===== config.mk =====
export PLATFORM = sky130hd
export DESIGN_NAME = pipe_buf_elastic
export DESIGN_NICKNAME = d
export VERILOG_FILES = /design/src/rtl/pipe_buf_elastic_pkg.sv /design/src/rtl/pipe_buf_elastic_sat_counter.sv /design/src/rtl/pipe_buf_elastic.sv
export SDC_FILE = /design/constraint.sdc
export NUM_CORES = 1
export LEC_CHECK = 0
export BUFFER_PORTS_ARGS = -buffer_cell sky130_fd_sc_hd__buf_4
export CORE_MARGIN = 8
export CORE_UTILIZATION = 30
export CTS_CLUSTER_DIAMETER = 40
export DETAILED_ROUTE_END_ITERATION = 6
export SYNTH_ARGS = -nofsm -noshare
export SYNTH_HDL_FRONTEND = slang
export SYNTH_SLANG_ARGS = --single-unit

===== constraint.sdc =====
create_clock -name clk -period 2.1 [get_ports clk]
set_input_delay 0.21 -clock clk [delete_from_list [all_inputs] [get_ports clk]]
set_output_delay 0.21 -clock clk [all_outputs]
set_load 0.1 [all_outputs]

===== src/rtl/pipe_buf_elastic_pkg.sv =====
// Shared types for the elastic pipeline buffer: FSM state encoding,
// default payload width and the stage payload struct carried through it.
// Combinational only; no latency and no backpressure of its own.
package Pipe_Buf_Reg_PKG;

    localparam int PIPE_DEF_WIDTH = 32;

    // Encoding equals the number of held entries, so occupancy is the state itself.
    typedef enum logic [1:0] {
        EMPTY = 2'd0,
        ONE   = 2'd1,
        TWO   = 2'd2
    } pipe_state_e;

    typedef struct packed {
        logic [7:0]  tag;
        logic [23:0] pay;
    } stage_t;

endpackage


===== src/rtl/pipe_buf_elastic_sat_counter.sv =====
// Saturating up-counter for back-pressured cycles; clr beats inc.
// Latency: count updates one cycle after inc/clr.
// Backpressure: none; it observes only.
module pipe_sat_counter #(
    parameter int CNT_W = 16
) (
    input  logic             clk,
    input  logic             rst_n,
    input  logic             inc,
    input  logic             clr,
    output logic [CNT_W-1:0] count
);

    localparam logic [CNT_W-1:0] CNT_MAX = '1;

    logic [CNT_W-1:0] count_q;
    logic [CNT_W-1:0] count_d;

    always_comb begin
        count_d = count_q;
        if (clr) begin
            count_d = '0;
        end else if (inc && (count_q != CNT_MAX)) begin
            count_d = count_q + 1'b1;
        end
    end

    always_ff @(posedge clk) begin
        if (!rst_n) begin
            count_q <= '0;
        end else begin
            count_q <= count_d;
        end
    end

    assign count = count_q;

endmodule


===== src/rtl/pipe_buf_elastic.sv =====
// Two-entry elastic buffer (main + skid register) with flush and a stall counter.
// Latency: 1 cycle from accept to out_data when empty; full throughput when streaming.
// Backpressure: in_ready is registered and drops only when both entries are held.
module pipe_buf_elastic
    import Pipe_Buf_Reg_PKG::*;
#(
    parameter int WIDTH = PIPE_DEF_WIDTH,
    parameter int CNT_W = 16
) (
    input  logic             clk,
    input  logic             rst_n,
    input  logic             in_valid,
    output logic             in_ready,
    input  logic [WIDTH-1:0] in_data,
    output logic             out_valid,
    input  logic             out_ready,
    output logic [WIDTH-1:0] out_data,
    input  logic             flush,
    output logic [1:0]       occupancy,
    output logic [CNT_W-1:0] stall_cnt,
    input  logic             stall_clr
);

    pipe_state_e      state_q, state_d;
    logic [WIDTH-1:0] main_q, main_d;
    logic [WIDTH-1:0] skid_q, skid_d;
    logic             in_ready_q, in_ready_d;
    logic             accept;
    logic             drain;

    assign accept    = in_valid && in_ready_q;
    assign out_valid = (state_q != EMPTY);
    assign drain     = out_valid && out_ready;
    assign in_ready  = in_ready_q;
    assign out_data  = main_q;
    assign occupancy = 2'(state_q);

    always_comb begin
        state_d = state_q;
        main_d  = main_q;
        skid_d  = skid_q;
        unique case (state_q)
            EMPTY: begin
                if (accept) begin
                    main_d  = in_data;
                    state_d = ONE;
                end
            end
            ONE: begin
                if (accept && !drain) begin
                    skid_d  = in_data;
                    state_d = TWO;
                end else if (accept && drain) begin
                    main_d  = in_data;
                end else if (drain) begin
                    state_d = EMPTY;
                end
            end
            TWO: begin
                if (drain) begin
                    main_d  = skid_q;
                    state_d = ONE;
                end
            end
            default: state_d = EMPTY;
        endcase
        // Payload loads under flush are harmless: contents are don't-care once empty.
        if (flush) begin
            state_d = EMPTY;
        end
        in_ready_d = (state_d != TWO);
    end

    always_ff @(posedge clk) begin
        if (!rst_n) begin
            state_q    <= EMPTY;
            main_q     <= '0;
            skid_q     <= '0;
            in_ready_q <= 1'b1;
        end else begin
            state_q    <= state_d;
            main_q     <= main_d;
            skid_q     <= skid_d;
            in_ready_q <= in_ready_d;
        end
    end

    pipe_sat_counter #(
        .CNT_W (CNT_W)
    ) u_stall_cnt (
        .clk   (clk),
        .rst_n (rst_n),
        .inc   (out_valid && !out_ready),
        .clr   (stall_clr),
        .count (stall_cnt)
    );

endmodule


==> run summary, run 1 <==
Most area-consuming cells after synthesis -> dfxtp_1, nand2_1, mux2i_1
Number of global-route vias before repair -> 2994
DRC Markers -> 0
Post-CTS sizing -> 0
Hold Violations, Final -> 0
Asr flop ratio synth -> 0
Status -> complete, no violations
Clk_skew -> 0.00834 ns
Number of CTS-inserted buffers -> 9
Final hold slack -> 0.132 ns
I/O Buffers -> 89
Total number of vias -> 3153
Peak VDD IR -> 395 uV
Worst setup SP type -> flip-flop
Data required, critical path -> 2.36 ns
Finish-stage setup viols -> 0
Final critical-path share of the clock period -> 0.828
Hold Crit Class -> in2reg
NetSw -> 1.22 mW
P per Cell Area -> 812 mW/mm2
Seq pwr share -> 0.426
Leading cell types by count after synthesis -> nand2_1, dfxtp_1, mux2i_1
Number of enable flip-flop cells after synthesis -> 0
RSZ-0062 raised after global routing -> no
Die height -> 127 um
CTS clk-pin slew, worst paths -> 0.06 ns
Yosys top cell area share -> 0.450
Post-route setup TNS -> 0 ns
Main synth FF type -> dfxtp_1
Nets -> 526
Slew Limit Fails -> 0
GRT Overall Usage -> 0.120
Tmin final -> 1.74 ns
Syn Nets -> 447
Core ar. -> 0.0120 mm2
Row cnt -> 40
Antenna Nets Post-Route -> 0
Avg WL per Cell -> 15.0 um
Syn Area/Cell -> 9.06 um2
Synth area leader -> dfxtp_1
CP max FO -> 9
Vias per std cell -> 4.93
FF+latch count, synth -> 83
Diode count -> 0
Clock group share of total power -> 0.386
Area growth from synthesis to layout -> 31.0%
Max-Cap Viols -> 0
DR iter-0 viols -> 141
Register area share after synthesis -> 0.450
Setup crit end kind -> flip-flop
IO Pins -> 90
Clk_lat worst skew -> 0.33 ns
Initial antenna violation count -> 0
Clock Tree Buf Depth -> 2
Arr. time, crit path -> 1.99 ns
# hold bufs at CTS -> 0
Post-CTS Setup Bufs -> 0
Net Sw Frac -> 0.310
Placer Congestion -> 0.851
Die Area -> 0.0161 mm2
Initial Utilization -> 0.308
Width of the chip -> 127 um
LEAKAGE -> 2.40 nW
Worst Tran Pin Value -> 0.617 ns
Gate power share -> 0.188
WS Path Type -> reg2reg
Internal -> 2.71 mW
CTS tree -> built
Pin count of the biggest net entering global routing -> 65
DRT Pass-1 Iters -> 4
Library cells used by synthesis -> 40
Max H-tree Level -> 3
First-pass GRT wire length -> 15.6 mm
Post-Route WL -> 9.61 mm
Share of layout cells above drive strength 1 -> 0.278
Slew HR -> 0.589
Gate Count Post-Synth -> 408
Count leader, synth -> nand2_1
Sink Count -> 83
Clock root buffer -> clkbuf_16
HPWL Detailed -> 6.43 mm
Synth Warn # -> 0
GRT overflow -> 0
Fmax -> 0.575 GHz
Area of the mapped netlist -> 0.00370 mm2
==> power groups by stage <==
| stage | Clock [mW] | Combinational (mW) | Sequential (mW) |
|---|---|---|---|
| 2_1_floorplan | 0 | 0.173 | 2.08 |
| 3_3_place_gp | 0 | 0.742 | 1.71 |
| 3_5_place_dp | 0 | 0.745 | 1.71 |
| 4_1_cts | 1.57 | 0.746 | 1.67 |
| 5_1_grt | 1.63 | 0.777 | 1.68 |
| 6_report | 1.52 | 0.738 | 1.67 |
==> cell usage in the layout, fill, tap and decap left out, types with 2 or more instances in the layout <==
master	count
dfxtp_1	64
nand2_1	119
a21boi_1	6
inv_1	4
clkbuf_16	9
inv_6	2
nor3_1	2
a21boi_0	27
nor2b_1	2
mux2i_1	43
o211a_1	33
o31ai_1	3
a211oi_1	5
and2_1	3
buf_4	96
nand3_1	4
o311ai_0	2
buf_12	2
dfxtp_2	19
clkbuf_8	2
or4_1	2
a21oi_1	5
nor2_1	2
nand4_1	5
nand2b_1	9
==> sequential cells by signal, summed over array words and instances, names as in the netlist <==
name / count
in_ready: 1
skid_q: 32
occupancy: 2
u_stall_cnt.count: 16
out_data: 32
==> layout make-up <==
class                      instances  area, um2
multi-input combinational        291       1910
inverter                           4       15.0
sequential                        83       1690
tap                              147        184
timing repair buffer              98        761
fill                            1225       7170
clock inverter                     4       31.3
clock buffer                      12        256
==> cell families after synthesis <==
family	share of synthesized area
buf+inv	0.0369
simple gates	0.186
fa+ha+maj	0.00338
compound gates	0.208
flops	0.450
mux	0.116
==> per-layer routing <==
metal,track usage,up-vias,share of wire
met5,0,-,0
met4,0.0483,0,0.016
met3,0.0324,11,0.056
met2,0.192,77,0.46
met1,0.150,1478,0.46
li1,-,1587,-
==> through the flow <==
step / cells / power, mW / util / cell area [um2] / setup slack, ns
detailed placement: 623 / 2.45 / 0.379 / 4550 / 0.384
global route: 639 / 4.09 / 0.403 / 4840 / 0.176
floorplan: 408 / 2.25 / - / 3720 / 0.0192
finish: 639 / 3.93 / 0.403 / 4840 / 0.362
global placement: 623 / 2.45 / 0.379 / 4550 / 0.409
CTS: 639 / 3.99 / 0.403 / 4840 / 0.351
==> critical path: stages, from the launching register on <==
cell,delay (ns)
dfxtp_2,0.43
o21ba_1,0.35
nand3_1,0.28
or4_1,0.47
a21oi_1,0.14
==> worst paths after layout <==
kind                                 from                                 end  slack [ns]  depth (start not counted)
setup / recovery  occupancy[1]$_SDFF_PN0_  u_stall_cnt.count[11]$_SDFFE_PP0P_        0.36                          4
setup reg to reg  occupancy[1]$_SDFF_PN0_  u_stall_cnt.count[11]$_SDFFE_PP0P_        0.36                          4
hold / removal                  out_ready                 in_ready$_SDFF_PN1_        0.13                          2
hold reg to reg    skid_q[0]$_SDFFE_PN0P_              skid_q[0]$_SDFFE_PN0P_        0.46                          2
Note: power is estimated with default switching activity, not from simulation.
==> run 2, diff against run 1 <==
clock period = 1.5 ns   (was 2.1 ns; I/O delays follow)
==> run summary, run 2 (synthesized netlist as in run 1, its figures left out) <==
CTS clk-pin slew, worst paths -> 0.06 ns
PnR worst setup slack -> -0.00832 ns
Highest-delay cell along the critical path -> or3_4
Post-Route WL -> 10.9 mm
Row cnt -> 40
Slew HR -> 0.772
Peak VDD IR -> 843 uV
Data required, critical path -> 1.77 ns
Arr. time, crit path -> 1.78 ns
I/O Buffers -> 89
First-pass GRT wire length -> 16.2 mm
CP Cell Sequence -> nand3_2 > or3_4 > or4_1 > a21oi_2
DR iter-0 viols -> 163
R2r setup slk -> -0.008 ns
Width of the chip -> 127 um
Max-Cap Viols -> 0
CTS tree -> built
HPWL Detailed -> 6.96 mm
# hold bufs at CTS -> 0
Number of global-route vias before repair -> 3108
Initial antenna violation count -> 0
Die Area -> 0.0161 mm2
Clk_skew -> 0.00407 ns
Fillers -> 1165
Initial Utilization -> 0.308
Tmin final -> 1.51 ns
Status -> finished with violations
Final Total Pwr -> 5.67 mW
Clock root buffer -> clkbuf_16
Total number of vias -> 3327
Finish-stage setup viols -> 2
Multi-input logic area -> 0.00199 mm2
Share of layout cells above drive strength 1 -> 0.338
Worst setup SP type -> flip-flop
Area growth from synthesis to layout -> 44.0%
CP max FO -> 5
Max incr delay on CP -> 0.43 ns
Max H-tree Level -> 3
GRT Overall Usage -> 0.125
Avg WL per Cell -> 16.3 um
DP Worst Slack -> -0.0132 ns
Hold Crit Class -> in2reg
DRT Pass-1 Iters -> 4
Pin count of the biggest net entering global routing -> 66
Nets -> 552
Most common cell after layout, fill and taps aside -> nand2_1
Failing checks -> negative setup slack
WS Path Type -> reg2reg
CP Buf/Inv Count -> 0
Final critical-path share of the clock period -> 1.01
DRC Markers -> 0
Diode count -> 0
Seq. cell area -> 0.00173 mm2
GRT overflow -> 0
Core ar. -> 0.0120 mm2
Fmax -> 0.663 GHz
Number of CTS-inserted buffers -> 9
Antenna Nets Post-Route -> 0
Slew Limit Fails -> 0
Vias per std cell -> 5.01
Sink Count -> 83
IO Pins -> 90
Largest delay share family, worst path -> simple AND/OR/NAND/NOR gates
Clk_lat worst skew -> 0.34 ns
Clock Tree Buf Depth -> 2
Die height -> 127 um
Most frequent cells in the layout -> nand2_1, buf_4, dfxtp_1
RSZ-0062 raised after global routing -> yes
Setup crit end kind -> flip-flop
Placer Congestion -> 0.815
P per Cell Area -> 1060 mW/mm2
Hold Violations, Final -> 0
LEAKAGE -> 2.62 nW
Worst Tran Pin Value -> 0.338 ns
run 2: changes by cell type in the layout (fill, tap and decap cells not counted), moves of 5 or more:
cell       previous run  this run
a21boi_0             27         4
a21boi_1              6        29
buf_12                2         7
buf_4                96       112
clkbuf_16             9        14
dfxtp_2              19         0
dfxtp_4               0        19
run 2: per-stage QoR:
| step | utilization | cells | setup TNS (ns) | cell area (um2) | hold WS (ns) |
|---|---|---|---|---|---|
| 6_report | 0.443 | 664 | -0.0139 | 5320 | 0.0557 |
| 5_1_grt | 0.443 | 664 | -0.257 | 5320 | 0.0491 |
| 4_1_cts | 0.426 | 653 | -0.0175 | 5120 | 0.0433 |
| 3_5_place_dp | 0.400 | 635 | -0.0132 | 4800 | 0.411 |
| 3_3_place_gp | 0.400 | 635 | 0 | 4800 | 0.408 |
| 2_1_floorplan | - | 408 | -9.01 | 3870 | 0.263 |
run 2: layout make-up:
class,instances,share of cell area
timing repair buffer,124,0.208
inverter,4,0.00282
tap,147,0.0345
clock buffer,12,0.0522
sequential,83,0.325
multi-input combinational,291,0.373
clock inverter,3,0.00329
run 2: repair_timing:
action	4_1_cts	5_1_grt
buffers inserted	3	7
gates cloned	0	4
resized for setup	1	9
pin swaps	1	4
setup endpoints to repair	4	33
run 2: worst reg2reg max path, delay by kind of cell (launching register included):
family,cells,cell delay [ns]
simple gates,3,0.94
flops,1,0.37
compound gates,1,0.13
run 2: routing by layer:
metal / track usage / part of all wire / wire, um
met1: 0.152 / 0.45 / 4880
met2: 0.196 / 0.47 / 5130
met3: 0.0578 / 0.072 / 781
met4: 0.0336 / 0.0060 / 65
met5: 0 / 0 / 0
run 2: where the power goes:
part           leakage (nW)  switching (mW)  total [mW]  internal [mW]
combinational          1.78           0.789        1.14          0.349
sequential            0.692          0.0552        2.31           2.26
clock                 0.150           0.911        2.21           1.30
total                  2.62            1.76        5.67           3.91
run 2: final timing paths:
path,endpoint,cells after the start,from
worst max register to register,u_stall_cnt.count[13]$_SDFFE_PP0P_,4,u_stall_cnt.count[10]$_SDFFE_PP0P_
worst max-delay path,u_stall_cnt.count[13]$_SDFFE_PP0P_,4,u_stall_cnt.count[10]$_SDFFE_PP0P_
worst min-delay path,skid_q[22]$_SDFFE_PN0P_,3,in_data[22]
worst min register to register,skid_q[16]$_SDFFE_PN0P_,2,skid_q[16]$_SDFFE_PN0P_
